**src/rtl/isqrt_iter.sv**
```systemverilog
// Iterative restoring integer square root, one result bit per cycle, start/ack handshake.
// Optional round-half-up result mode is compiled in with `define ISQRT_ROUND_EN.
module isqrt_iter #(
    parameter int WIDTH = 32,
    localparam int RW = WIDTH / 2
) (
    input  logic             clk_i,
    input  logic             rst_n_i,
    input  logic             start_i,
    input  logic [WIDTH-1:0] x_bi,
`ifdef ISQRT_ROUND_EN
    input  logic             round_i,
`endif
    input  logic             ack_i,
    output logic             ready_o,
    output logic             valid_o,
    output logic [RW-1:0]    y_bo,
    output logic [RW:0]      rem_bo,
    output logic [1:0]       state_o
);

    localparam int CW = (RW > 1) ? $clog2(RW) : 1;

    typedef enum logic [1:0] {
        S_IDLE  = 2'd0,
        S_BUSY  = 2'd1,
        S_DONE  = 2'd2,
        S_ROUND = 2'd3
    } state_t;

    // Handshake: an operation is accepted on a rising edge where ready_o (IDLE)
    // or valid_o & ack_i (DONE) is high together with start_i; a result is
    // consumed on a rising edge where valid_o & ack_i are both high.
    state_t           r_state;
    state_t           w_state_nxt;
    logic [WIDTH-1:0] r_x;
    logic [RW-1:0]    r_root;
    logic [RW+1:0]    r_rem;
    logic [CW-1:0]    r_cnt;
    logic [RW-1:0]    r_y;
    logic [RW:0]      r_rem_o;

    logic             w_accept;
    logic             w_step;
    logic             w_last;
    logic             w_load_floor;
    logic [RW+1:0]    w_rem_sh;
    logic [RW+1:0]    w_trial;
    logic [RW+1:0]    w_rem_nxt;
    logic [RW-1:0]    w_root_nxt;
    logic             w_ge;

`ifdef ISQRT_ROUND_EN
    logic             r_round;
    logic             w_load_round;
    logic [RW-1:0]    w_y_round;
`endif

    // The remainder never exceeds RW bits before the shift, so the top bits
    // shifted out here are always zero.
    assign w_rem_sh   = (r_rem << 2) | {{RW{1'b0}}, r_x[WIDTH-1 -: 2]};
    assign w_trial    = {r_root, 2'b01};
    assign w_ge       = (w_rem_sh >= w_trial);
    assign w_rem_nxt  = w_ge ? (w_rem_sh - w_trial) : w_rem_sh;
    assign w_root_nxt = {r_root[RW-2:0], w_ge};
    assign w_last     = (r_cnt == '0);

`ifdef ISQRT_ROUND_EN
    assign w_y_round = ((r_rem > {2'b00, r_root}) && !(&r_root))
                       ? (r_root + {{(RW-1){1'b0}}, 1'b1}) : r_root;
`endif

    always_ff @(posedge clk_i or negedge rst_n_i) begin
        if (!rst_n_i) r_state <= S_IDLE;
        else          r_state <= w_state_nxt;
    end

    always_comb begin
        w_state_nxt  = r_state;
        w_accept     = 1'b0;
        w_step       = 1'b0;
        w_load_floor = 1'b0;
`ifdef ISQRT_ROUND_EN
        w_load_round = 1'b0;
`endif
        case (r_state)
            S_BUSY: begin
                w_step = 1'b1;
                if (w_last) begin
`ifdef ISQRT_ROUND_EN
                    if (r_round) begin
                        w_state_nxt = S_ROUND;
                    end else begin
                        w_state_nxt  = S_DONE;
                        w_load_floor = 1'b1;
                    end
`else
                    w_state_nxt  = S_DONE;
                    w_load_floor = 1'b1;
`endif
                end
            end
            S_DONE: begin
                if (ack_i) begin
                    if (start_i) begin
                        w_accept    = 1'b1;
                        w_state_nxt = S_BUSY;
                    end else begin
                        w_state_nxt = S_IDLE;
                    end
                end
            end
`ifdef ISQRT_ROUND_EN
            S_ROUND: begin
                w_state_nxt  = S_DONE;
                w_load_round = 1'b1;
            end
`endif
            // IDLE, and the unused encoding 3 when rounding is compiled out
            default: begin
                if (start_i) begin
                    w_accept    = 1'b1;
                    w_state_nxt = S_BUSY;
                end
            end
        endcase
    end

    always_ff @(posedge clk_i or negedge rst_n_i) begin
        if (!rst_n_i) begin
            r_x     <= '0;
            r_root  <= '0;
            r_rem   <= '0;
            r_cnt   <= '0;
            r_y     <= '0;
            r_rem_o <= '0;
`ifdef ISQRT_ROUND_EN
            r_round <= 1'b0;
`endif
        end else begin
            if (w_accept) begin
                r_x    <= x_bi;
                r_root <= '0;
                r_rem  <= '0;
                r_cnt  <= CW'(RW - 1);
`ifdef ISQRT_ROUND_EN
                r_round <= round_i;
`endif
            end else if (w_step) begin
                r_x    <= r_x << 2;
                r_root <= w_root_nxt;
                r_rem  <= w_rem_nxt;
                if (!w_last) r_cnt <= r_cnt - CW'(1);
            end
            if (w_load_floor) begin
                r_y     <= w_root_nxt;
                r_rem_o <= w_rem_nxt[RW:0];
            end
`ifdef ISQRT_ROUND_EN
            if (w_load_round) begin
                r_y     <= w_y_round;
                r_rem_o <= r_rem[RW:0];
            end
`endif
        end
    end

`ifdef ISQRT_ROUND_EN
    assign ready_o = (r_state == S_IDLE);
`else
    assign ready_o = (r_state == S_IDLE) || (r_state == S_ROUND);
`endif
    assign valid_o = (r_state == S_DONE);
    assign y_bo    = r_y;
    assign rem_bo  = r_rem_o;
    assign state_o = r_state;

endmodule
```
**config.mk**
```make
export PLATFORM = sky130hd
export DESIGN_NAME = isqrt_iter
export DESIGN_NICKNAME = d
export VERILOG_FILES = /design/src/rtl/isqrt_iter.sv
export SDC_FILE = /design/constraint.sdc
export NUM_CORES = 1
export LEC_CHECK = 0
export CAP_MARGIN = 20
export CORE_MARGIN = 1
export CORE_UTILIZATION = 45
export CTS_BUF_LIST = sky130_fd_sc_hd__clkbuf_4
export CTS_CLUSTER_DIAMETER = 60
export CTS_CLUSTER_SIZE = 24
export DETAILED_ROUTE_END_ITERATION = 8
export PLACE_DENSITY = 0.73
export SYNTH_ARGS = -nofsm -noshare
export SYNTH_HDL_FRONTEND = slang
export SYNTH_SLANG_ARGS = --single-unit
```
**constraint.sdc**
```tcl
create_clock -name clk_i -period 2.15 [get_ports clk_i]
set_input_delay 0.43 -clock clk_i [delete_from_list [all_inputs] [get_ports clk_i]]
set_output_delay 0.43 -clock clk_i [all_outputs]
set_load 0.05 [all_outputs]
```
==> summary.txt <==
Global route
  • Gr usage total: 24.4%
  • Vias in the first global route: 5049
  • Gr ovfl total: 0
  • Initial antenna violation count: 0
  • Largest net degree at the start of global routing: 63
  • First-pass GRT wire length: 24.3 mm

Worst setup path
  • Req. time, crit path: 2550 ps
  • Reg2Reg Depth: 8
  • Startpoint Class: flop
  • Worst Path Class, Setup: reg2reg
  • Critical path arrival: 2780 ps
  • Endpoint class of the critical path: flop
  • Critical Path Fanout Max: 8

Yosys
  • Area fraction in compound gates after synthesis: 19.5%
  • Fraction of registers with async set/reset: 100%
  • #FFs+latches synth: 103
  • Cell variety after synth: 58
  • Largest family of logic cells by synthesized area: compound AO/OA/AOI/OAI gates
  • Seq/Total Area, Yosys: 46.2%
  • Syn avg cell area: 9.38 um2
  • Ys Warns: 0
  • Post-Synthesis Cells: 595
  • Area share of fa/ha/maj cells after synthesis: 4.71%
  • Syn nets: 652
  • Post-synthesis simple-gate area fraction: 14.2%
  • Post-synth EDFFs: 0
  • Synth Area in XOR/XNOR: 1.88%
  • Most used DFF post-synth: dfrtp_1
  • Mapped Area: 5580 um2
  • Mux contribution to synthesized area: 8.43%

Cells and area
  • Share of cells above drive strength 1: 25.2%
  • Area growth syn-to-layout: 40.1%
  • NumNets Final: 815
  • Number of diodes: 0
  • Fin cells: 930
  • Design Area, Final: 7820 um2

Floorplan
  • Core region area: 12100 um2
  • Die W: 113 um
  • Rows: 40
  • Chip height: 113 um
  • Top Ports: 73
  • Initial Util: 46.3%
  • Die ar.: 12800 um2

Clock network
  • Root Buffer: clkbuf_4
  • CTS tree: built
  • Clock sink count: 103
  • CTS Buf Count: 9
  • H-tree levels: 3
  • CTS Buffer Depth: 2
  • Worst-path clk slew: 150 ps
  • Later-pin clock latency in the skew report: 480 ps

Place
  • Placed insts: 905
  • DP Wirelength: 10.9 mm
  • GP Congestion: 0.900
  • Area after DPL: 7210 um2
  • Buffers on Ports: 72

Run
  • Maxcap violations: 0

Run status
  • Status: finished with violations
  • Failing checks: setup timing

Timing
  • Unrepaired setup endpoints after global routing: true
  • Final hold violations: 0
  • Final cycle utilization of the critical path: 111%
  • Pin slew with the least headroom to its limit: 533 ps
  • Worst Clk Skew: 12.3 ps
  • Minimum clock period after layout: 2380 ps
  • Slew margin rel.: 64.4%
  • Pins Over Slew Limit: 0
  • Endpoints failing setup: 32
  • F_max: 0.420 GHz
  • Setup slack after layout: -229 ps

Route
  • Detail Route Antenna Nets: 0
  • Total iterations of the first detailed-routing run: 5
  • Total wire length: 15.0 mm
  • DR iter-0 viols: 332
  • Wirelength per Cell: 16.1 um
  • DRC Markers: 0
  • Vias: 5032
  • Number of vias per cell: 5.41

Hold path
  • Min-Delay Path Class: in2async
==> state kept, by name, summed over array words and instances, names as in the netlist <==
name     flops
r_x         32
state_o      2
r_rem       16
r_cnt        4
y_bo        16
rem_bo      17
r_root      16
==> area by class of cell <==
cell class	count	area, um2
clock buffers	10	75.1
flip-flops and latches	103	2580
inverters	26	97.6
multi-input cells	428	3080
well taps	168	210
clock inverters	5	50.0
repair buffers	190	1720
fillers	998	4250
==> worst paths after layout <==
| kind | from | to | slack (ps) |
|---|---|---|---|
| max in group asynchronous | rst_n_i | state_o[0]$_DFFE_PN0P_ | 1060 |
| min | rst_n_i | y_bo[9]$_DFFE_PN0P_ | 450 |
| min reg2reg | y_bo[0]$_DFFE_PN0P_ | y_bo[0]$_DFFE_PN0P_ | 490 |
| max reg2reg | r_rem[0]$_DFFE_PN0P_ | r_rem[11]$_DFFE_PN0P_ | -230 |
| max | r_rem[0]$_DFFE_PN0P_ | r_rem[11]$_DFFE_PN0P_ | -230 |
| min in group clk_i | x_bi[1] | r_x[1]$_DFFE_PN0P_ | 480 |
==> cell usage after synthesis (2+ instances only) <==
library cell	n	area share, %
dfrtp_1	103	46
o21ai_0	78	7.0
nand2_1	69	4.6
mux2i_1	47	8.4
nor2_1	46	3.1
a31oi_1	31	3.5
inv_1	25	1.7
clkbuf_1	23	1.5
ha_1	21	4.7
nand3_1	19	1.7
a21oi_1	17	1.5
o211ai_1	10	1.3
xnor2_1	10	1.6
nor3_1	7	0.63
nand4_1	5	0.56
o21a_1	5	0.67
or3_1	5	0.56
buf_1	4	0.27
buf_6	4	0.81
nand2b_1	4	0.45
nand3_2	4	0.72
o2111ai_1	4	0.63
o21ai_1	4	0.36
a21o_1	3	0.40
and2_1	3	0.34
and3_1	3	0.34
buf_2	3	0.27
a221oi_1	2	0.31
buf_4	2	0.27
clkbuf_2	2	0.18
nor4_1	2	0.22
o31a_1	2	0.31
o31ai_1	2	0.27
xor2_1	2	0.31
==> cell families after synthesis <==
| family | after synthesis |
|---|---|
| muxes | 47 |
| buffers and inverters | 64 |
| adders and majority gates | 21 |
| xor gates and xnor gates | 12 |
| DFF | 103 |
| AOI/OAI and AO/OA | 174 |
| and+or+nand+nor | 174 |
==> cell usage in the layout, fill, tap and decap left out, types with 7 or more instances in the layout <==
master	instances
buf_4	112
dfrtp_1	100
nand2_1	69
o21ai_0	69
mux2i_1	46
nor2_1	44
clkdlybuf4s50_1	38
a31oi_1	28
dlymetal6s2s_1	25
inv_1	23
a21oi_1	14
nand3_2	11
o21ai_1	11
ha_1	11
o211ai_1	10
xnor2_1	10
ha_4	10
clkbuf_4	10
nand3_1	7
nor3_1	7
==> per-stage QoR <==
| step | setup TNS, ps | util (%) | setup WS (ps) | hold slack (ps) |
|---|---|---|---|---|
| final | -4680 | 64.8 | -229 | 451 |
| after global routing | -7660 | 64.8 | -318 | 456 |
| after CTS | -4110 | 62.4 | -172 | 436 |
| after detailed placement | -6090 | 59.8 | -229 | 439 |
| after global placement | -5700 | 59.8 | -253 | 427 |
| after floorplan | -693 | - | -38.2 | 134 |
==> per-layer routing <==
| layer | GRT usage [%] | routed length [um] | vias up |
|---|---|---|---|
| met1 | 29.9 | 6330 | 2413 |
| met2 | 42.6 | 7640 | 143 |
| met5 | 0 | 0 | - |
| met4 | 8.60 | 354 | 0 |
| li1 | - | - | 2451 |
| met3 | 5.25 | 666 | 25 |
==> worst max-delay path: stages, from the launching register on <==
cell	delay (ps)
dfrtp_1	420
ha_1	310
nor2b_4	130
o2111a_2	280
o2111a_2	280
o31ai_4	370
buf_6	220
nand3_4	90
a31oi_1	210
==> timing repair <==
| action | in CTS | in global routing |
|---|---|---|
| pin swaps | 41 | 19 |
| resized for setup | 47 | 50 |
| setup buffers | 3 | 6 |
| hold endpoints to repair | 35 | 0 |
| gates cloned | 0 | 0 |
| endpoints found under the setup margin | 41 | 60 |
| hold buffers | 1 | 0 |
Power is not shown: default switching activity piles up to over one toggle a cycle in this logic, so the estimate is an artifact.
